File: src/rtl/result_framer_if.sv
// Result framer bus: antenna-packet sink (no backpressure) and framed,
// ready/valid source side plus the saturating drop counter.
interface result_framer_if #(
    parameter int DWIDTH = 32
);
    logic              sink_valid;
    logic              sink_sop;
    logic              sink_eop;
    logic [DWIDTH-1:0] sink_data;
    logic              source_valid;
    logic              source_ready;
    logic              source_sop;
    logic              source_eop;
    logic [DWIDTH-1:0] source_data;
    logic [15:0]       drop_count;

    modport master (
        output sink_valid, sink_sop, sink_eop, sink_data, source_ready,
        input  source_valid, source_sop, source_eop, source_data, drop_count
    );

    modport slave (
        input  sink_valid, sink_sop, sink_eop, sink_data, source_ready,
        output source_valid, source_sop, source_eop, source_data, drop_count
    );
endinterface

File: src/rtl/result_framer.sv
// Store-and-forward framer: prefixes each antenna packet with a {block_num, antenna}
// header and releases only fully committed frames. RESULT_FRAMER_TRAILER_EN adds a trailer.
module result_framer #(
    parameter int NSINK  = 3,
    parameter int DWIDTH = 32,
    parameter int DEPTH  = 64
) (
    input  logic           clk,
    input  logic           reset,
    result_framer_if.slave bus
);
    localparam int AW = $clog2(DEPTH);
    localparam int BW = DWIDTH - 8;
    localparam logic [AW-1:0] FULL_OCC = AW'(DEPTH - 1);

    localparam logic [1:0] S_IDLE    = 2'd0;
    localparam logic [1:0] S_PAYLOAD = 2'd1;
    localparam logic [1:0] S_DROP    = 2'd2;

    logic [1:0]          state, state_n;
    logic [AW-1:0]       wr_tent, wr_tent_n, wr_commit, wr_commit_n, rd_ptr;
    logic                skid_vld, skid_vld_n, skid_last, skid_last_n;
    logic [DWIDTH-1:0]   skid_data, skid_data_n;
    logic [BW+7:0]       pos, pos_n;
    logic [15:0]         drops, drops_n;
    logic                we, start, abort, pending;
    logic [AW-1:0]       waddr;
    logic [DWIDTH+1:0]   wword;
    logic                full_tent, full_commit, load;
    logic [DWIDTH+1:0]   mem [DEPTH];
`ifdef RESULT_FRAMER_TRAILER_EN
    localparam int LW = DWIDTH - 16;
    logic                trl_pend, trl_pend_n;
    logic [LW-1:0]       len, len_n;
`endif

    // pos packs {block_num, antenna}; antenna wraps at NSINK-1 and carries into block_num.
    function automatic logic [BW+7:0] bump(input logic [BW+7:0] p);
        if (p[7:0] == 8'(NSINK - 1))
            return {p[BW+7:8] + BW'(1), 8'd0};
        return {p[BW+7:8], p[7:0] + 8'd1};
    endfunction

    function automatic logic [15:0] sat_inc(input logic [15:0] v);
        return (v == 16'hFFFF) ? v : v + 16'd1;
    endfunction

    // One slot is kept free, so a frame never exceeds DEPTH-1 words.
    assign full_tent   = ((wr_tent - rd_ptr) == FULL_OCC);
    assign full_commit = ((wr_commit - rd_ptr) == FULL_OCC);
    assign abort       = (state == S_PAYLOAD) && bus.sink_valid && bus.sink_sop;
`ifdef RESULT_FRAMER_TRAILER_EN
    assign pending     = skid_vld || trl_pend;
`else
    assign pending     = skid_vld;
`endif

    always_comb begin
        state_n     = state;
        wr_tent_n   = wr_tent;
        wr_commit_n = wr_commit;
        skid_vld_n  = 1'b0;
        skid_last_n = 1'b0;
        skid_data_n = skid_data;
        pos_n       = pos;
        drops_n     = drops;
        we          = 1'b0;
        waddr       = wr_tent;
        wword       = '0;
        start       = 1'b0;
`ifdef RESULT_FRAMER_TRAILER_EN
        trl_pend_n  = 1'b0;
        len_n       = len;
`endif

        // Write back the word captured last cycle; an abort throws it away instead.
        if (skid_vld && !abort) begin
            if (full_tent) begin
                wr_tent_n = wr_commit;
                drops_n   = sat_inc(drops_n);
                if (skid_last) pos_n = bump(pos_n);
                else           state_n = S_DROP;
            end else begin
                we        = 1'b1;
                wr_tent_n = wr_tent + AW'(1);
`ifdef RESULT_FRAMER_TRAILER_EN
                wword      = {2'b00, skid_data};
                trl_pend_n = skid_last;
`else
                wword = {1'b0, skid_last, skid_data};
                if (skid_last) begin
                    wr_commit_n = wr_tent + AW'(1);
                    pos_n       = bump(pos_n);
                end
`endif
            end
        end

`ifdef RESULT_FRAMER_TRAILER_EN
        if (trl_pend) begin
            wr_tent_n = wr_commit;
            pos_n     = bump(pos_n);
            if (full_tent) begin
                drops_n = sat_inc(drops_n);
            end else begin
                we          = 1'b1;
                wword       = {2'b01, drops, len};
                wr_tent_n   = wr_tent + AW'(1);
                wr_commit_n = wr_tent + AW'(1);
            end
        end
`endif

        if (bus.sink_valid) begin
            case (state)
                S_IDLE: begin
                    if (bus.sink_sop) begin
                        if (pending) begin
                            // Previous packet still flushing: the new one cannot be framed.
                            drops_n = sat_inc(drops_n);
                            if (bus.sink_eop) pos_n = bump(pos_n);
                            else              state_n = S_DROP;
                        end else begin
                            start = 1'b1;
                        end
                    end
                end
                S_PAYLOAD: begin
                    if (bus.sink_sop) begin
                        wr_tent_n = wr_commit;
                        drops_n   = sat_inc(drops_n);
                        pos_n     = bump(pos_n);
                        start     = 1'b1;
                    end else if (state_n == S_DROP) begin
                        if (bus.sink_eop) begin
                            state_n = S_IDLE;
                            pos_n   = bump(pos_n);
                        end
                    end else begin
                        skid_vld_n  = 1'b1;
                        skid_data_n = bus.sink_data;
                        skid_last_n = bus.sink_eop;
`ifdef RESULT_FRAMER_TRAILER_EN
                        len_n = len + LW'(1);
`endif
                        if (bus.sink_eop) state_n = S_IDLE;
                    end
                end
                S_DROP: begin
                    if (bus.sink_eop) begin
                        state_n = S_IDLE;
                        pos_n   = bump(pos_n);
                    end
                end
                default: state_n = S_IDLE;
            endcase
        end

        // New packet: header goes in now, the sop word itself is the first payload word.
        if (start) begin
            if (full_commit) begin
                drops_n = sat_inc(drops_n);
                if (bus.sink_eop) begin
                    pos_n   = bump(pos_n);
                    state_n = S_IDLE;
                end else begin
                    state_n = S_DROP;
                end
            end else begin
                we          = 1'b1;
                waddr       = wr_commit;
                wword       = {2'b10, pos_n};
                wr_tent_n   = wr_commit + AW'(1);
                skid_vld_n  = 1'b1;
                skid_data_n = bus.sink_data;
                skid_last_n = bus.sink_eop;
`ifdef RESULT_FRAMER_TRAILER_EN
                len_n = LW'(1);
`endif
                state_n = bus.sink_eop ? S_IDLE : S_PAYLOAD;
            end
        end
    end

    always_ff @(posedge clk or posedge reset) begin
        if (reset) begin
            state     <= S_IDLE;
            wr_tent   <= '0;
            wr_commit <= '0;
            skid_vld  <= 1'b0;
            skid_last <= 1'b0;
            skid_data <= '0;
            pos       <= '0;
            drops     <= '0;
`ifdef RESULT_FRAMER_TRAILER_EN
            trl_pend  <= 1'b0;
            len       <= '0;
`endif
        end else begin
            state     <= state_n;
            wr_tent   <= wr_tent_n;
            wr_commit <= wr_commit_n;
            skid_vld  <= skid_vld_n;
            skid_last <= skid_last_n;
            skid_data <= skid_data_n;
            pos       <= pos_n;
            drops     <= drops_n;
`ifdef RESULT_FRAMER_TRAILER_EN
            trl_pend  <= trl_pend_n;
            len       <= len_n;
`endif
        end
    end

    always_ff @(posedge clk) begin
        if (we) mem[waddr] <= wword;
    end

    // Looking at the next commit pointer lets a frame's header reach the output
    // register on the same edge that commits the frame.
    assign load = (wr_commit_n != rd_ptr) && (!bus.source_valid || bus.source_ready);

    always_ff @(posedge clk or posedge reset) begin
        if (reset) begin
            rd_ptr           <= '0;
            bus.source_valid <= 1'b0;
            bus.source_sop   <= 1'b0;
            bus.source_eop   <= 1'b0;
            bus.source_data  <= '0;
        end else if (load) begin
            rd_ptr           <= rd_ptr + AW'(1);
            bus.source_valid <= 1'b1;
            {bus.source_sop, bus.source_eop, bus.source_data} <= mem[rd_ptr];
        end else if (bus.source_ready) begin
            bus.source_valid <= 1'b0;
        end
    end

    assign bus.drop_count = drops;
endmodule

File: src/flat_wrapper.sv
// flat-port wrapper written by rule: the top's interface ports become plain ports
module result_framer_flat 
#(
    parameter int NSINK  = 3,
    parameter int DWIDTH = 32,
    parameter int DEPTH  = 64
)
  (clk, reset, bus_sink_valid, bus_sink_sop, bus_sink_eop, bus_sink_data, bus_source_ready, bus_source_valid, bus_source_sop, bus_source_eop, bus_source_data, bus_drop_count);
  result_framer_if #(.DWIDTH(DWIDTH)) bus_i ();
  input  logic clk;
  input  logic reset;
  input wire logic [$bits(bus_i.sink_valid)-1:0] bus_sink_valid;
  input wire logic [$bits(bus_i.sink_sop)-1:0] bus_sink_sop;
  input wire logic [$bits(bus_i.sink_eop)-1:0] bus_sink_eop;
  input wire logic [$bits(bus_i.sink_data)-1:0] bus_sink_data;
  input wire logic [$bits(bus_i.source_ready)-1:0] bus_source_ready;
  output wire logic [$bits(bus_i.source_valid)-1:0] bus_source_valid;
  output wire logic [$bits(bus_i.source_sop)-1:0] bus_source_sop;
  output wire logic [$bits(bus_i.source_eop)-1:0] bus_source_eop;
  output wire logic [$bits(bus_i.source_data)-1:0] bus_source_data;
  output wire logic [$bits(bus_i.drop_count)-1:0] bus_drop_count;
  assign bus_i.sink_valid = bus_sink_valid;
  assign bus_i.sink_sop = bus_sink_sop;
  assign bus_i.sink_eop = bus_sink_eop;
  assign bus_i.sink_data = bus_sink_data;
  assign bus_i.source_ready = bus_source_ready;
  assign bus_source_valid = bus_i.source_valid;
  assign bus_source_sop = bus_i.source_sop;
  assign bus_source_eop = bus_i.source_eop;
  assign bus_source_data = bus_i.source_data;
  assign bus_drop_count = bus_i.drop_count;
  result_framer #(.NSINK(NSINK), .DWIDTH(DWIDTH), .DEPTH(DEPTH)) u_core (.clk(clk), .reset(reset), .bus(bus_i));
endmodule
File: config.mk
export PLATFORM = sky130hd
export DESIGN_NAME = result_framer_flat
export DESIGN_NICKNAME = d
export VERILOG_FILES = /design/src/rtl/result_framer_if.sv /design/src/rtl/result_framer.sv /design/src/flat_wrapper.sv
export SDC_FILE = /design/constraint.sdc
export NUM_CORES = 2
export LEC_CHECK = 0
export BUFFER_PORTS_ARGS = -buffer_cell sky130_fd_sc_hd__buf_2
export CAP_MARGIN = 10
export CORE_MARGIN = 4
export CORE_UTILIZATION = 41
export DETAILED_ROUTE_END_ITERATION = 8
export GPL_TIMING_DRIVEN = 1
export SYNTH_ARGS = -nofsm -noshare
export SYNTH_HDL_FRONTEND = slang
export SYNTH_SLANG_ARGS = --single-unit
File: constraint.sdc
create_clock -name clk -period 14 [get_ports clk]
set_input_delay 0 -clock clk [delete_from_list [all_inputs] [get_ports clk]]
set_output_delay 0 -clock clk [all_outputs]
set_load 0.05 [all_outputs]
# --- Yosys cells after proc, flatten, opt, wreduce, memory -nomap -nowiden ---
# Memory sizes are Yosys's and may differ from the RTL's. A register that Yosys moved wholly into a read port is not among the register bits.
# Cells that the tools add are included.
totals:
  ramBits: 2176
  register_bits: 103
  latch_bits: 0
  mem_count: 1
  rom_bits: 0
  input_bits: 38
  elab_cells: 170
memory_table:
  columns: ["name", "depth", "width", "rd", "rd_ports_with_merged_regs", "wr", "line", "text"]
  rows:
  - ["u_core.mem", 64, 34, 1, 1, 1, "result_framer.sv:30", "logic [DWIDTH+1:0] mem [DEPTH];"]
op_classes:
  add_sub_neg: 14
  n_lt_le_gt_ge: 0
  eq_ne: 12
  n_reduce_logical: 9
  n_bitwise: 0
  shifts: 0
  mux: 124
  n_mul: 0
  n_div: 0
op_table:
  columns: ["op", "n"]
  rows:
  - ["two-way mux 32 bit", 31]
  - ["two-way mux 16 bit", 11]
  - ["two-way mux 34 bit", 3]
  - ["one-hot mux 32 bit (3 select lines)", 1]
  - ["adder 24 x 1 -> 24 bit, second input constant", 3]
  - ["two-way mux 6 bit", 12]
  - ["two-way mux 1 bit", 50]
  - ["adder 16 x 1 -> 16 bit, second input constant", 3]
  - ["equality test 16 bit, second input constant", 3]
  - ["two-way mux 33 bit", 1]
  - ["one-hot mux 16 bit (2 select lines)", 1]
  - ["adder 8 x 1 -> 8 bit, second input constant", 3]
  - ["equality test 8 x 2 -> 1 bit, second input constant", 3]
  - ["two-way mux 2 bit", 12]
  - ["adder 6 x 1 -> 6 bit, second input constant", 3]
  - ["equality test 6 bit, second input constant", 2]
  - ["subtractor 6 bit", 2]
  - ["!= test 6 bit", 1]
  - ["one-hot mux 2 bit (3 select lines)", 1]
  - ["equality test 2 bit, second input constant", 2]
  - ["logical AND 1 bit", 4]
  - ["equality test 2 x 1 -> 1 bit, second input constant", 1]
  - ["logical NOT 1 bit", 2]
  - ["logical NOT 2 bit", 1]
  - ["3 further kinds", 3]

# --- Logic depth before layout (Yosys ltp) ---
depth:
  ltp_word: 32
  depth_mapped: 26
  ltp_nobuf: 22

# --- Worst setup path after synthesis ---
# Ideal clock, no wire load.
synth_timing:
  kind: "reg2reg"
  startpoint: "register u_core.rd_ptr[2]"
  endpoint: "memory u_core.mem[0][30] (netlist bit) (data pin)"
  setup_time_ns: 0.702
  period_less_slack_ns: 7.247
  stages_incl_launch_ff: 15
  path_buffers: 3
  slack_ns: 6.753
  t_arrival_ns: 6.545
  cell_sequence: "dfrtp_1 inv_1 clkbuf_1 clkbuf_1 ha_1 xnor2_1 and4_1 buf_2 nand2_1 nor4_1 o21ai_0 nor4_1 mux2i_1 a211oi_2 o21ai_0"
synth_between:
  elab_chain_len: 19
  elab_cells_between_ends: 44
  cone_classes: "3 x add/sub; 4 x eq/ne; 37 x mux"
synth_lines:
  columns: ["item", "line", "text"]
  rows:
  - ["start, declared", "result_framer.sv:21", "logic [AW-1:0] wr_tent, wr_tent_n, wr_commit, wr_commit_n, rd_ptr;"]
  - ["start signal, assigned", "result_framer.sv:231", "rd_ptr <= rd_ptr + AW'(1);"]
  - ["branches (longest 18 deep; another with adder 24 x 1 -> 24 bit)", null, null]
  - ["two-way mux 34 bit (*)", "result_framer.sv:160", "if (start) begin"]
  - ["via u_core.wword[30]", "result_framer.sv:28", "logic [DWIDTH+1:0] wword;"]
  - ["end, declared", "result_framer.sv:30", null]
# Mark *: on every way through the listed nets, which the timed path passes. The select of a mux whose other input is x is not followed.

# --- Final worst setup path ---
layout_timing:
  startpoint: "register u_core.rd_ptr[1]"
  endpoint: "memory u_core.mem[55][9] (netlist bit) (enable)"
layout_between:
  elab_chain_len: 8
  elab_cells_between_ends: 12
  cone_classes: "2 x add/sub; 2 x eq/ne; 8 x mux"
layout_lines:
  columns: ["item", "line", "text"]
  rows:
  - ["subtractor 6 bit", "result_framer.sv:49", "assign full_tent = ((wr_tent - rd_ptr) == FULL_OCC);"]
  - ["equality test 6 bit", "result_framer.sv:49", null]
  - ["two-way mux 1 bit", "result_framer.sv:78", "if (full_tent) begin"]
  - ["two-way mux 1 bit", "result_framer.sv:77", "if (skid_vld && !abort) begin"]
  - ["two-way mux 1 bit", "result_framer.sv:161", "if (full_commit) begin"]
  - ["two-way mux 1 bit", "result_framer.sv:160", null]
  - ["two-way mux 1 bit", "result_framer.sv:216", "if (we) mem[waddr] <= wword;"]
  - ["two-way mux 1 bit (implied by the code)", "result_framer.sv:216", null]
# Several ways; a longest one is shown, not always the timed one.

==> qor.txt <==
TNS Setup - 0 ns
clock share of power - 0.284
Worst Tran Pin Value - 1.24 ns
family with the most delay on the worst path - buffers and inverters
R2R Setup Slk - 6.59 ns
Post-Route M1 WL - 107000 µm
Area contributors post-synth - edfxtp_1, mux4_2, dfrtp_1, mux2_2, nand2_1
Worst path most repeated cell - buf_4
Top Layer Used - met5
Switching Share - 0.320
layout cell share with drive strength beyond 1 - 0.297
# H-tree levels - 4
Slowest cell on crit path - dfrtp_4
Crit path arrival time - 7.94 ns
io pins - 89
Max clock buf depth - 3
core box area - 0.228 mm²
Final Non-Filler Cells - 8046
dpl cells - 7549
Post-synth EDFFs - 2176
Hold EP - u_core.skid_data[9]
register area share after synthesis - 0.729
Mapped Area - 0.0943 mm²
top_reg_cell synth - edfxtp_1
initial core utilization - 0.413
die height - 488 µm
largest net degree at the start of global routing - 145
clock root cell - clkbuf_16
Period Utilization, post-route - 0.529
Setup Viol. Count Final - 0
CP startpoint kind - flop
met2 wire length - 124000 µm
area delta synth->final - 13.9%
final HPWL from detailed placement - 147000 µm
WHS Path Cells - 3
Slew Limit Fails - 0
reg2reg path depth - 14
Seq cells post-synth - 2313
Fmax - 135 MHz
status - complete, no violations
first-pass GRT wire length - 365000 µm
max_cap viols - 0
initial drt markers - 5086
slowest stage delay, CP - 0.98 ns
count of input and output buffers - 88
largest area contributor in the netlist - edfxtp_1
Cell Rows - 175
Yosys top cell area share - 0.693
worst-skew pair later-pin latency - 0.89 ns
synth warn - 0
post-synth cell types - 102
DR WL/cell - 31.7 µm
vias in the first global route - 48700
vias - 48700
FF-to-FF End - u_core.mem[55][9]
Hold Path Class - input pin to flop
nets - 4909
internal power - 14.1 mW
Psw - 6.63 mW
crit-path max FO - 74
Hold Startpoint - bus_sink_data[9]
DRC Markers - 0
CP cell instances - inv_1 > ha_1 > a21o_1 > a21oi_1 > xnor2_1 > o2111ai_1 > nand2_4 > buf_4 > inv_2 > buf_4 > o31ai_1 > nand3_1 > nor2_4 > buf_4
leakage - 33.9 nW
worst path bufs/invs - 5
TritonCTS clock tree - done
register share of total power - 0.408
PwrDens - 193 mW/mm²
commonest non-fill, non-tap cells in the layout - edfxtp_1, mux4_2, clkbuf_16
Total Routing Usage GR - 0.214
DRT Pass-1 Iters - 5
endpoint class of the critical path - flop
critical setup path kind - flop to flop
Setup Skew - 0.106 ns
syn nets - 4615
RePlAce Congestion - 0.897
Inserted Clock Buffers - 232
RSZ-0062 raised after global routing - false
Antenna Nets Post-Route - 0
syn avg cell area - 20.7 µm²
Async SR Flop Fraction - 0.0592
post-synthesis cell count - 4550
min Tclk post-route - 7.41 ns
VDD IR max - 185 µV
Max-slew headroom - 0.175
Die X - 488 µm
routed wire length - 255000 µm
CP required - 14.54 ns
most common cell after layout, fill and taps aside - edfxtp_1
initial antenna violation count - 14
Final Hold Vio Count - 0
Reg clk slew, reported paths - 0.06 ns
Die ar. - 0.238 mm²
clock sink count - 2313
Comb pwr share - 0.309
metal3 WL - 18000 µm
via/cell ratio - 6.05
Critical R2R Launch - u_core.rd_ptr[1]
GR Overflow Total - 0
-- synthesized netlist by cell type, drive strengths merged (5+ instances only) --
cell type / n
o21ai: 76
nor2: 151
and3: 18
nor2b: 6
nand4: 55
clkbuf: 154
mux4: 714
nand2: 186
or3: 16
nor4: 29
nand4b: 13
mux2i: 20
xnor2: 74
inv: 35
or2: 12
and2: 21
a22oi: 6
nand2b: 15
a22o: 15
or4: 11
a311oi: 7
dfrtp: 137
nand3b: 5
buf: 82
a31oi: 22
a211oi: 24
nor3b: 9
o22ai: 13
o31ai: 20
nor3: 50
o21a: 5
mux2: 80
a21o: 11
edfxtp: 2176
ha: 25
o211ai: 8
a21oi: 47
and4: 6
nand3: 72
o2111ai: 11
xor2: 45
a41oi: 7
-- worst max-delay path by stage --
| stage | from | slack, ns | cells after the start | to |
|---|---|---|---|---|
| after floorplan | u_core.rd_ptr[2] | 6.75 | 14 | u_core.mem[0][30] |
| after global placement | u_core.rd_ptr[1] | 6.58 | 14 | u_core.mem[55][9] |
| after detailed placement | u_core.rd_ptr[1] | 6.58 | 14 | u_core.mem[55][9] |
| after CTS | u_core.rd_ptr[1] | 6.57 | 14 | u_core.mem[55][3] |
| after global routing | u_core.rd_ptr[1] | 6.26 | 14 | u_core.mem[55][3] |
| final | u_core.rd_ptr[1] | 6.59 | 14 | u_core.mem[55][9] |
-- layer usage --
metal | vias to the layer above | global-route usage
met1 | 26500 | 0.306
met5 | - | 0
met4 | 4 | 0.0517
met3 | 351 | 0.0354
li1 | 19700 | -
met2 | 2043 | 0.347
-- cell type report --
cell class	count	area [µm²]
clock inverter	116	1090
multi-input combinational	1964	25200
timing repair buffer	296	2190
antenna	11	27.5
inverter	37	151
fill	18800	121000
tap	3009	3760
clock buffer	300	6120
sequential	2313	68800
-- sequential cells by signal, summed over array words and instances (netlist names) --
signal                   cells
u_core.skid_data            32
u_core.rd_ptr                6
u_core.pending               1
u_core.state                 2
u_core.bus.drop_count       16
u_core.pos                  32
u_core.bus.source_data      32
u_core.wr_tent               6
u_core.bus.source_sop        1
u_core.mem                2176
u_core.wr_commit             6
u_core.bus.source_eop        1
u_core.skid_last             1
u_core.bus.source_valid      1
-- per-stage QoR --
step           instance area, µm²  setup slack [ns]   util  hold WS (ns)  power, mW
2_1_floorplan               94300              6.75      -         0.151       12.7
6_report                   107000              6.59  0.471        0.0932       20.7
4_1_cts                    107000              6.57  0.470        0.0182       21.0
3_5_place_dp                99400              6.58  0.436       0.00176       15.1
3_3_place_gp                99400              6.58  0.436      0.000441       15.0
5_1_grt                    107000              6.26  0.470        0.0399       21.5
-- power groups by stage --
stage | logic, mW | registers, mW | clock network, mW
3_5_place_dp | 6.50 | 8.59 | 0
5_1_grt | 6.75 | 8.48 | 6.31
6_report | 6.40 | 8.45 | 5.88
2_1_floorplan | 4.08 | 8.61 | 0
4_1_cts | 6.53 | 8.44 | 6.00
3_3_place_gp | 6.46 | 8.58 | 0
-- cells by family after synthesis --
logic type | count (synthesis) | share of synthesized area
multiplexers | 814 | 0.182
AO/OA/AOI/OAI | 320 | 0.0240
adder cells (fa/ha/maj) | 27 | 0.00374
buffers and inverters | 273 | 0.0111
XOR/XNOR | 120 | 0.0114
flip-flops | 2313 | 0.729
AND/OR/NAND/NOR | 683 | 0.0379
-- worst reg2reg max path: cells and delay by family, from the launching register on --
kind / cells / cell delay [ns]
fa+ha+maj: 1 / 0.38
buf+inv: 5 / 2.52
simple gates: 3 / 1.70
compound gates: 4 / 1.31
flops: 1 / 0.98
xor+xnor: 1 / 0.18
-- repair_timing --
item	4_1_cts	5_1_grt
hold endpoints to repair	117	0
setup buffers	0	0
hold buffers	70	0
resized for setup	0	0
Note: power is estimated with default switching activity, not from simulation.
